$ cat src/rtl/mips_ctrl_pkg.sv
// Shared encodings for the multi-cycle MIPS controller: FSM states, opcodes,
// R-type functs, ALU control codes and datapath mux select codes.
package mips_ctrl_pkg;

  typedef enum logic [3:0] {
    StIdle   = 4'd0,
    StFetch  = 4'd1,
    StDecode = 4'd2,
    StMemAdr = 4'd3,
    StMemRd  = 4'd4,
    StMemWb  = 4'd5,
    StMemWr  = 4'd6,
    StRExec  = 4'd7,
    StRWb    = 4'd8,
    StBranch = 4'd9,
    StJump   = 4'd10,
    StAddiEx = 4'd11,
    StAddiWb = 4'd12
  } state_e;

  localparam logic [5:0] OpRtype = 6'b000000;
  localparam logic [5:0] OpLw    = 6'b100011;
  localparam logic [5:0] OpSw    = 6'b101011;
  localparam logic [5:0] OpBeq   = 6'b000100;
  localparam logic [5:0] OpJ     = 6'b000010;
  localparam logic [5:0] OpAddi  = 6'b001000;

  localparam logic [5:0] FunctAdd = 6'b100000;
  localparam logic [5:0] FunctSub = 6'b100010;
  localparam logic [5:0] FunctAnd = 6'b100100;
  localparam logic [5:0] FunctOr  = 6'b100101;
  localparam logic [5:0] FunctSlt = 6'b101010;

  localparam logic [2:0] AluAdd = 3'b000;
  localparam logic [2:0] AluSub = 3'b001;
  localparam logic [2:0] AluAnd = 3'b010;
  localparam logic [2:0] AluOr  = 3'b011;
  localparam logic [2:0] AluSlt = 3'b100;
  localparam logic [2:0] AluBeq = 3'b111;

  localparam logic [1:0] AluSrcBReg    = 2'b00;
  localparam logic [1:0] AluSrcBFour   = 2'b01;
  localparam logic [1:0] AluSrcBImm    = 2'b10;
  localparam logic [1:0] AluSrcBImmSh2 = 2'b11;

  localparam logic [1:0] PcSrcAlu    = 2'b00;
  localparam logic [1:0] PcSrcAluOut = 2'b01;
  localparam logic [1:0] PcSrcJump   = 2'b10;

  function automatic logic op_is_mem(input logic [5:0] op);
    return (op == OpLw) || (op == OpSw);
  endfunction

endpackage

$ cat src/rtl/mips_multicycle_ctrl_if.sv
// Controller <-> datapath bundle: instruction fields and status in, control strobes out.
interface mips_multicycle_ctrl_if;

  logic [5:0] Opcode;
  logic [5:0] Funct;
  logic       Zero;
  logic       MemReady;

  logic       PCEn;
  logic       IorD;
  logic       MemRead;
  logic       MemWrite;
  logic       IRWrite;
  logic       RegDst;
  logic       MemtoReg;
  logic       RegWrite;
  logic       ALUSrcA;
  logic [1:0] ALUSrcB;
  logic [1:0] PCSource;
  logic [2:0] ALUControl;
  logic       Illegal;
  logic [3:0] State;

  modport master (
    input  Opcode, Funct, Zero, MemReady,
    output PCEn, IorD, MemRead, MemWrite, IRWrite, RegDst, MemtoReg, RegWrite,
           ALUSrcA, ALUSrcB, PCSource, ALUControl, Illegal, State
  );

  modport slave (
    output Opcode, Funct, Zero, MemReady,
    input  PCEn, IorD, MemRead, MemWrite, IRWrite, RegDst, MemtoReg, RegWrite,
           ALUSrcA, ALUSrcB, PCSource, ALUControl, Illegal, State
  );

endinterface

$ cat src/rtl/alu_func_decoder.sv
// Combinational R-type funct decode into an ALU control code plus a legality flag.
module alu_func_decoder
  import mips_ctrl_pkg::*;
(
  input  logic [5:0] Funct,
  output logic [2:0] ALUControl,
  output logic       FunctLegal
);

  always_comb begin
    ALUControl = AluAdd;
    FunctLegal = 1'b1;
    unique case (Funct)
      FunctAdd: ALUControl = AluAdd;
      FunctSub: ALUControl = AluSub;
      FunctAnd: ALUControl = AluAnd;
      FunctOr:  ALUControl = AluOr;
      FunctSlt: ALUControl = AluSlt;
      default:  FunctLegal = 1'b0;
    endcase
  end

endmodule

$ cat src/rtl/mips_multicycle_ctrl.sv
// Multi-cycle MIPS control FSM: Moore decode of the registered state, with
// PCEn/IRWrite qualified by MemReady/Zero and REXEC ALU code taken from Funct.
module mips_multicycle_ctrl
  import mips_ctrl_pkg::*;
(
  input logic                  Clk,
  input logic                  Rst_n,
  mips_multicycle_ctrl_if.master bus
);

  state_e     state_q, state_d;
  logic       is_load_q, is_load_d;
  logic [2:0] dec_alu;
  logic       dec_legal;

  alu_func_decoder u_alu_func_decoder (
    .Funct      (bus.Funct),
    .ALUControl (dec_alu),
    .FunctLegal (dec_legal)
  );

  always_ff @(posedge Clk or negedge Rst_n) begin
    if (!Rst_n) begin
      state_q   <= StIdle;
      is_load_q <= 1'b0;
    end else begin
      state_q   <= state_d;
      is_load_q <= is_load_d;
    end
  end

  always_comb begin
    state_d        = state_q;
    is_load_d      = is_load_q;
    bus.PCEn       = 1'b0;
    bus.IorD       = 1'b0;
    bus.MemRead    = 1'b0;
    bus.MemWrite   = 1'b0;
    bus.IRWrite    = 1'b0;
    bus.RegDst     = 1'b0;
    bus.MemtoReg   = 1'b0;
    bus.RegWrite   = 1'b0;
    bus.ALUSrcA    = 1'b0;
    bus.ALUSrcB    = AluSrcBReg;
    bus.PCSource   = PcSrcAlu;
    bus.ALUControl = AluAdd;
    bus.Illegal    = 1'b0;

    unique case (state_q)
      StIdle: state_d = StFetch;

      StFetch: begin
        bus.MemRead = 1'b1;
        bus.ALUSrcB = AluSrcBFour;
        bus.IRWrite = bus.MemReady;
        bus.PCEn    = bus.MemReady;
        if (bus.MemReady) state_d = StDecode;
      end

      // Branch target precomputed into ALUOut while the opcode is decoded.
      StDecode: begin
        bus.ALUSrcB = AluSrcBImmSh2;
        if (op_is_mem(bus.Opcode)) begin
          is_load_d = (bus.Opcode == OpLw);
          state_d   = StMemAdr;
        end else begin
          unique case (bus.Opcode)
            OpRtype: begin
              if (dec_legal) begin
                state_d = StRExec;
              end else begin
                bus.Illegal = 1'b1;
                state_d     = StFetch;
              end
            end
            OpBeq:   state_d = StBranch;
            OpJ:     state_d = StJump;
            OpAddi:  state_d = StAddiEx;
            default: begin
              bus.Illegal = 1'b1;
              state_d     = StFetch;
            end
          endcase
        end
      end

      StMemAdr: begin
        bus.ALUSrcA = 1'b1;
        bus.ALUSrcB = AluSrcBImm;
        state_d     = is_load_q ? StMemRd : StMemWr;
      end

      StMemRd: begin
        bus.MemRead = 1'b1;
        bus.IorD    = 1'b1;
        if (bus.MemReady) state_d = StMemWb;
      end

      StMemWb: begin
        bus.RegWrite = 1'b1;
        bus.MemtoReg = 1'b1;
        state_d      = StFetch;
      end

      StMemWr: begin
        bus.MemWrite = 1'b1;
        bus.IorD     = 1'b1;
        if (bus.MemReady) state_d = StFetch;
      end

      StRExec: begin
        bus.ALUSrcA    = 1'b1;
        bus.ALUSrcB    = AluSrcBReg;
        bus.ALUControl = dec_alu;
        state_d        = StRWb;
      end

      StRWb: begin
        bus.RegWrite = 1'b1;
        bus.RegDst   = 1'b1;
        state_d      = StFetch;
      end

      StAddiEx: begin
        bus.ALUSrcA = 1'b1;
        bus.ALUSrcB = AluSrcBImm;
        state_d     = StAddiWb;
      end

      StAddiWb: begin
        bus.RegWrite = 1'b1;
        state_d      = StFetch;
      end

      StBranch: begin
        bus.ALUSrcA    = 1'b1;
        bus.ALUSrcB    = AluSrcBReg;
        bus.ALUControl = AluBeq;
        bus.PCSource   = PcSrcAluOut;
        bus.PCEn       = bus.Zero;
        state_d        = StFetch;
      end

      StJump: begin
        bus.PCSource = PcSrcJump;
        bus.PCEn     = 1'b1;
        state_d      = StFetch;
      end

      default: state_d = StIdle;
    endcase
  end

  assign bus.State = state_q;

endmodule
$ cat src/flat_wrapper.sv
// flat-port wrapper written by rule: the top's interface ports become plain ports
module mips_multicycle_ctrl_flat import mips_ctrl_pkg::*;
  (Clk, Rst_n, bus_Opcode, bus_Funct, bus_Zero, bus_MemReady, bus_PCEn, bus_IorD, bus_MemRead, bus_MemWrite, bus_IRWrite, bus_RegDst, bus_MemtoReg, bus_RegWrite, bus_ALUSrcA, bus_ALUSrcB, bus_PCSource, bus_ALUControl, bus_Illegal, bus_State);
  mips_multicycle_ctrl_if bus_i ();
  input logic Clk;
  input logic Rst_n;
  input wire logic [$bits(bus_i.Opcode)-1:0] bus_Opcode;
  input wire logic [$bits(bus_i.Funct)-1:0] bus_Funct;
  input wire logic [$bits(bus_i.Zero)-1:0] bus_Zero;
  input wire logic [$bits(bus_i.MemReady)-1:0] bus_MemReady;
  output wire logic [$bits(bus_i.PCEn)-1:0] bus_PCEn;
  output wire logic [$bits(bus_i.IorD)-1:0] bus_IorD;
  output wire logic [$bits(bus_i.MemRead)-1:0] bus_MemRead;
  output wire logic [$bits(bus_i.MemWrite)-1:0] bus_MemWrite;
  output wire logic [$bits(bus_i.IRWrite)-1:0] bus_IRWrite;
  output wire logic [$bits(bus_i.RegDst)-1:0] bus_RegDst;
  output wire logic [$bits(bus_i.MemtoReg)-1:0] bus_MemtoReg;
  output wire logic [$bits(bus_i.RegWrite)-1:0] bus_RegWrite;
  output wire logic [$bits(bus_i.ALUSrcA)-1:0] bus_ALUSrcA;
  output wire logic [$bits(bus_i.ALUSrcB)-1:0] bus_ALUSrcB;
  output wire logic [$bits(bus_i.PCSource)-1:0] bus_PCSource;
  output wire logic [$bits(bus_i.ALUControl)-1:0] bus_ALUControl;
  output wire logic [$bits(bus_i.Illegal)-1:0] bus_Illegal;
  output wire logic [$bits(bus_i.State)-1:0] bus_State;
  assign bus_i.Opcode = bus_Opcode;
  assign bus_i.Funct = bus_Funct;
  assign bus_i.Zero = bus_Zero;
  assign bus_i.MemReady = bus_MemReady;
  assign bus_PCEn = bus_i.PCEn;
  assign bus_IorD = bus_i.IorD;
  assign bus_MemRead = bus_i.MemRead;
  assign bus_MemWrite = bus_i.MemWrite;
  assign bus_IRWrite = bus_i.IRWrite;
  assign bus_RegDst = bus_i.RegDst;
  assign bus_MemtoReg = bus_i.MemtoReg;
  assign bus_RegWrite = bus_i.RegWrite;
  assign bus_ALUSrcA = bus_i.ALUSrcA;
  assign bus_ALUSrcB = bus_i.ALUSrcB;
  assign bus_PCSource = bus_i.PCSource;
  assign bus_ALUControl = bus_i.ALUControl;
  assign bus_Illegal = bus_i.Illegal;
  assign bus_State = bus_i.State;
  mips_multicycle_ctrl u_core (.Clk(Clk), .Rst_n(Rst_n), .bus(bus_i));
endmodule
$ cat config.mk
export PLATFORM = sky130hd
export DESIGN_NAME = mips_multicycle_ctrl_flat
export DESIGN_NICKNAME = d
export VERILOG_FILES = /design/src/rtl/mips_ctrl_pkg.sv /design/src/rtl/mips_multicycle_ctrl_if.sv /design/src/rtl/alu_func_decoder.sv /design/src/rtl/mips_multicycle_ctrl.sv /design/src/flat_wrapper.sv
export SDC_FILE = /design/constraint.sdc
export NUM_CORES = 1
export LEC_CHECK = 0
export ABC_CLOCK_PERIOD_IN_PS = 4000
export CAP_MARGIN = 20
export CORE_MARGIN = 10
export CORE_UTILIZATION = 35
export DETAILED_ROUTE_END_ITERATION = 8
export PLACE_DENSITY = 0.82
export SYNTH_ARGS = -nofsm -noshare
export SYNTH_HDL_FRONTEND = slang
export SYNTH_SLANG_ARGS = --single-unit
$ cat constraint.sdc
create_clock -name Clk -period 4 [get_ports Clk]
set_clock_uncertainty 0.1 [all_clocks]
set_input_delay 0.8 -clock Clk [delete_from_list [all_inputs] [get_ports Clk]]
set_output_delay 0.8 -clock Clk [all_outputs]
set_load 0.005 [all_outputs]
==> Word level (Yosys, flattened, before mapping) <==
Index checks and enable logic that the tools add are counted.
Widths: inputs -> output; s select.
{ "totals": {"reg_bits": 5, "in_bits": 16, "output_inout_bits": 21, "wordCells": 66} }
{ "op_classes": {"n_eq_ne": 25, "n_mux": 26, "reduce_logical": 13} }
{ "op_table": {"columns": ["cell", "count"], "rows": [
  ["$eq 6x6->1 const B", 7],
  ["$pmux 4 s8", 1],
  ["$eq 4x4->1 const B", 5],
  ["$eq 4x3->1 const B", 4],
  ["$mux 4", 4],
  ["$pmux 4 s4", 1],
  ["$mux 1", 12],
  ["$pmux 3 s4", 1],
  ["$eq 4x2->1 const B", 2],
  ["$eq 6x2->1 const B", 1],
  ["$eq 6x3->1 const B", 1],
  ["$eq 6x4->1 const B", 1],
  ["$logic_not 6->1", 1],
  ["$ne 2x2->1 const B", 3],
  ["$pmux 2 s3", 1],
  ["$pmux 3 s2", 1],
  ["$reduce_or 2->1", 3],
  ["$reduce_or 3->1", 2],
  ["$reduce_or 6->1", 1],
  ["$reduce_or 5->1", 1],
  ["$eq 4x1->1 const B", 1],
  ["$logic_not 4->1", 1],
  ["$pmux 2 s2", 1],
  ["$reduce_or 4->1", 1],
  ["7 further kinds", 7]
]} }

==> Logic depth before layout (Yosys ltp) <==
{ "logic_depth": {"depth_word": 7, "ltp_mapped": 5, "depth_no_buf": 4} }

==> Modules after synthesis <==
Synthesis repeated with hierarchy kept, for this count alone.
{ "unflattened": {"hier_cells": 96, "hier_area_um2": 694.4} }
{ "modules_own_cells": {"columns": ["module", "n_inst", "cells_per_inst", "area_each_um2", "seq_area_each_um2"], "rows": [
  ["mips_multicycle_ctrl", 1, 86, 610.6, 125.1],
  ["alu_func_decoder", 1, 10, 83.8, 0.0]
]} }

==> Least setup slack after synthesis <==
OpenSTA, ideal clock, no wires.
{ "synth_path": {"kind": "in2out", "startpoint": "input bus_Funct[5]", "endpoint": "output bus_ALUControl[0]", "t_arrival_ps": 1442, "required_time_ps": 3100, "slack_ps": 1658, "cell_stages": 4, "n_path_buf": 0, "cell_sequence": "nor2b_1 -> and4b_1 -> o21ai_0 -> a21boi_0"} }
{ "synth_between": {"elab_chain_cells": 3} }
{ "synth_lines": {"columns": ["element", "line_no", "source"], "rows": [
  ["start, declared", "flat_wrapper.sv:8", "input wire logic [$bits(bus_i.Funct)-1:0] bus_Funct;"],
  ["$eq 6x6->1", "alu_func_decoder.sv:13", "unique case (Funct)"],
  ["$pmux 3 s4 (*)", "alu_func_decoder.sv:13", null],
  ["$pmux 3 s2 (*)", "mips_multicycle_ctrl.sv:49", "unique case (state_q)"],
  ["end, declared", "flat_wrapper.sv:22", "output wire logic [$bits(bus_i.ALUControl)-1:0] bus_ALUControl;"]
]} }
Mark *: on every way between the ends. The rest lies on a longest branch, timed or not.

==> Worst setup path in the final report <==
{ "layout_path": {"startpoint": "input bus_Opcode[0]", "endpoint": "output bus_Illegal"} }
{ "layout_between": {"elab_chain_cells": 5} }
{ "layout_lines": {"columns": ["element", "line_no", "source"], "rows": [
  ["start, declared", "flat_wrapper.sv:7", "input wire logic [$bits(bus_i.Opcode)-1:0] bus_Opcode;"],
  ["$eq 6x3->1, or another cell as far along", "mips_multicycle_ctrl.sv:67", "unique case (bus.Opcode)"],
  ["$reduce_or 3->1 (no source line)", null, null],
  ["$pmux 1 s2", "mips_multicycle_ctrl.sv:67", null],
  ["$mux 1 (*)", "mips_multicycle_ctrl.sv:63", "if (op_is_mem(bus.Opcode)) begin"],
  ["$mux 1 (*)", "mips_multicycle_ctrl.sv:49", null],
  ["end, declared", "flat_wrapper.sv:23", "output wire logic [$bits(bus_i.Illegal)-1:0] bus_Illegal;"]
]} }
Marked as above.

==> impl_metrics.json <==
{
  "numClockSinks": 5,
  "place_congestion": 0.7486,
  "static-leakage-power_nw": 0.4100,
  "synth_cells": 88,
  "grt_pass1_wl_um": 3532,
  "syn_area_per_cell_um2": 7.422,
  "largest_fanout_on_the_critical_path": 4,
  "synth_largest_area_cell": "dfrtp_1",
  "root_buffer": "clkbuf_4",
  "drt-total-wl_um": 2116,
  "boundaryPins": 37,
  "clkLatencyLatePin_ns": 0.25,
  "wirelength_per_cell_um": 14.30,
  "worstHoldPathType": "register to register",
  "mappedNetlistArea_um2": 653.1,
  "final_net_count": 140,
  "tritoncts": "done",
  "setup_tns_ns": 0,
  "post_cts_hold_buffer_count": 0,
  "crit_arrival_ns": 2.52,
  "dieHeight_um": 63.20,
  "gr-total-overflow": 0,
  "r2r_start": "u_core.bus.State[0]",
  "post-synth-top-area-fraction": 0.1916,
  "grt_max_degree": 21,
  "most-common-layout-cells": "36 x clkdlybuf4s50_1, 10 x nor2_1, 7 x nand2_1, 7 x nand2b_1, 7 x nor3_1",
  "diodes": 0,
  "crit_type": "primary input to output pin",
  "leading_cell_types_by_total_area_after_synthesis": "dfrtp_1 19%, nand2b_1 6.7%, nor2_1 5.7%, nor3_1 5.4%, a21boi_0 4.6%",
  "place_hpwl_um": 1726,
  "worst_r2r_path_depth": 4,
  "drv_cap": 0,
  "yosys.cell_types.count": 38,
  "irDropWorstVdd_mv": 0.2697,
  "relSlewSlack": 0.6431,
  "grt_util_all_layers": 0.1020,
  "dieArea_mm2": 0.003994,
  "critPathRequiredTime_ns": 3.10,
  "timing.critical_path.from": "bus_Opcode[0]",
  "drv_slew": 0,
  "run_status": "finished, final reports clean",
  "period_needed_ns": 3.419,
  "via_count": 800,
  "post_route_cells_drive_above_1_share": 0.06504,
  "setup-violations-final": 0,
  "cp-endpoint": "bus_Illegal",
  "layout.cells.most_common": "clkdlybuf4s50_1",
  "max-clock-path-buffers": 2,
  "htree_num_levels": 1,
  "clk_pin_slew_ns": 0.04,
  "number_of_global_route_vias_before_repair": 754,
  "tritoncts.num_buffers": 3,
  "slew_at_the_pin_closest_to_its_max_slew_limit_ns": 0.5354,
  "setup_repair_after_global_routing_missed_its_margin": "false",
  "critPathLaunchType": "primary input",
  "placeableCoreArea_mm2": 0.001745,
  "ys_seq_elements": 5,
  "initial_antenna_violation_count": 0,
  "maxClockFrequency_mhz": 292.5,
  "synth_seq_area_share": 0.1916,
  "worstReg2RegEnd": "u_core.bus.State[2]",
  "post-route-period-util": 0.8548,
  "post_cts.resized_instances": 0,
  "cts.repair_timing.setup_buffer_count": 0,
  "buffer_ports.inserted": 36,
  "area_delta_synth_final_pct": 59.96,
  "initial_core_util": 0.3742,
  "remaining_drc_errors": 0,
  "dr.first_iter.drc_count": 12,
  "detail_route.vias_per_cell": 5.405,
  "power_per_cell_area_mw_per_mm2": 517.8,
  "final-hold-violation-count": 0,
  "yosysWarnings": 0,
  "rrSetupSlack_ns": 1.95,
  "total_power_mw": 0.5410,
  "placementRows": 15,
  "cp-end-kind": "output pin",
  "ant_nets": 0,
  "first_pass_iters": 4,
  "die_width_um": 63.20,
  "postSynthNetCount": 104
}
per-stage QoR:
stage / hold slack, ns / util / setup slack (ns) / cell area [um^2] / cells
after floorplan: 0.3646 / - / 1.658 / 653.1 / 88
after global placement: 0.3941 / 0.5835 / 0.6444 / 1018 / 144
after detailed placement: 0.3992 / 0.5835 / 0.5820 / 1018 / 144
after CTS: 0.4150 / 0.5986 / 0.5847 / 1045 / 148
after global routing: 0.4292 / 0.5986 / 0.4283 / 1045 / 148
final: 0.4116 / 0.5986 / 0.5807 / 1045 / 148
power by group:
part / internal, mW / leakage [nW] / switching [mW] / total (mW)
clock network: 0.0378 / 0.0150 / 0.0228 / 0.0606
registers: 0.0676 / 0.0643 / 0.0647 / 0.132
logic: 0.217 / 0.331 / 0.131 / 0.348
total: 0.323 / 0.410 / 0.218 / 0.541
registers in the layout, indices dropped and copies added (netlist names):
register / flops
u_core.is_load_q: 1
u_core.bus.State: 4
routing by layer:
metal | vias to the layer above | global-route usage | share of wire
met1 | 366 | 0.1225 | 0.43
met2 | 31 | 0.1701 | 0.50
li1 | 403 | - | -
met5 | - | 0 | 0
met4 | 0 | 0.01639 | 0
met3 | 0 | 0.03887 | 0.071
Yosys cell counts, drive strengths merged:
cell type   n
a211oi      1
a21boi      4
o21ai       3
and3b       1
a21o        1
a21oi       3
clkbuf      4
mux2i       1
or4         1
nor4bb      1
buf         1
nand2b      8
nor2       10
xor2        1
o31ai       1
or3         1
nand4       1
o211a       1
and4b       1
a31oi       2
or4b        2
nand3b      1
a41o        1
nor2b       3
inv         1
nor3b       1
nand2       7
a211o       1
nand3       4
o22ai       2
a311oi      1
nor3        7
a222oi      1
mux2        2
a2bb2oi     2
dfrtp       5
how the worst min path moves through the flow:
stage / cells after the start / startpoint / endpoint
final: 1 / u_core.is_load_q / u_core.is_load_q
after global routing: 1 / u_core.is_load_q / u_core.is_load_q
after CTS: 1 / u_core.is_load_q / u_core.is_load_q
after detailed placement: 1 / u_core.is_load_q / u_core.is_load_q
after global placement: 1 / u_core.is_load_q / u_core.is_load_q
after floorplan: 1 / u_core.is_load_q / u_core.is_load_q
worst max-delay path, stage by stage:
cell and delay [ns]:
clkdlybuf4s50_1 0.45, nor3_1 0.41, o21ai_0 0.19, a21oi_1 0.15, nor3_1 0.06, clkdlybuf4s50_1 0.46
layout make-up:
type                            count  area [um^2]
Inverter                            1        3.754
Tap cell                           25        31.28
Timing Repair Buffer               36        360.3
Fill cell                         163        700.7
Multi-Input combinational cell     77        498.0
Sequential cell                     5        125.1
Clock buffer                        4        26.28
kinds of logic after synthesis:
logic type | Yosys count | synth area share
DFF | 5 | 0.1916
AOI/OAI and AO/OA | 24 | 0.2644
buffers and inverters | 6 | 0.04596
xor gates and xnor gates | 1 | 0.01341
and+or+nand+nor | 49 | 0.4349
muxes | 3 | 0.04981
No activity file was read; power rests on OpenSTA's default activity.
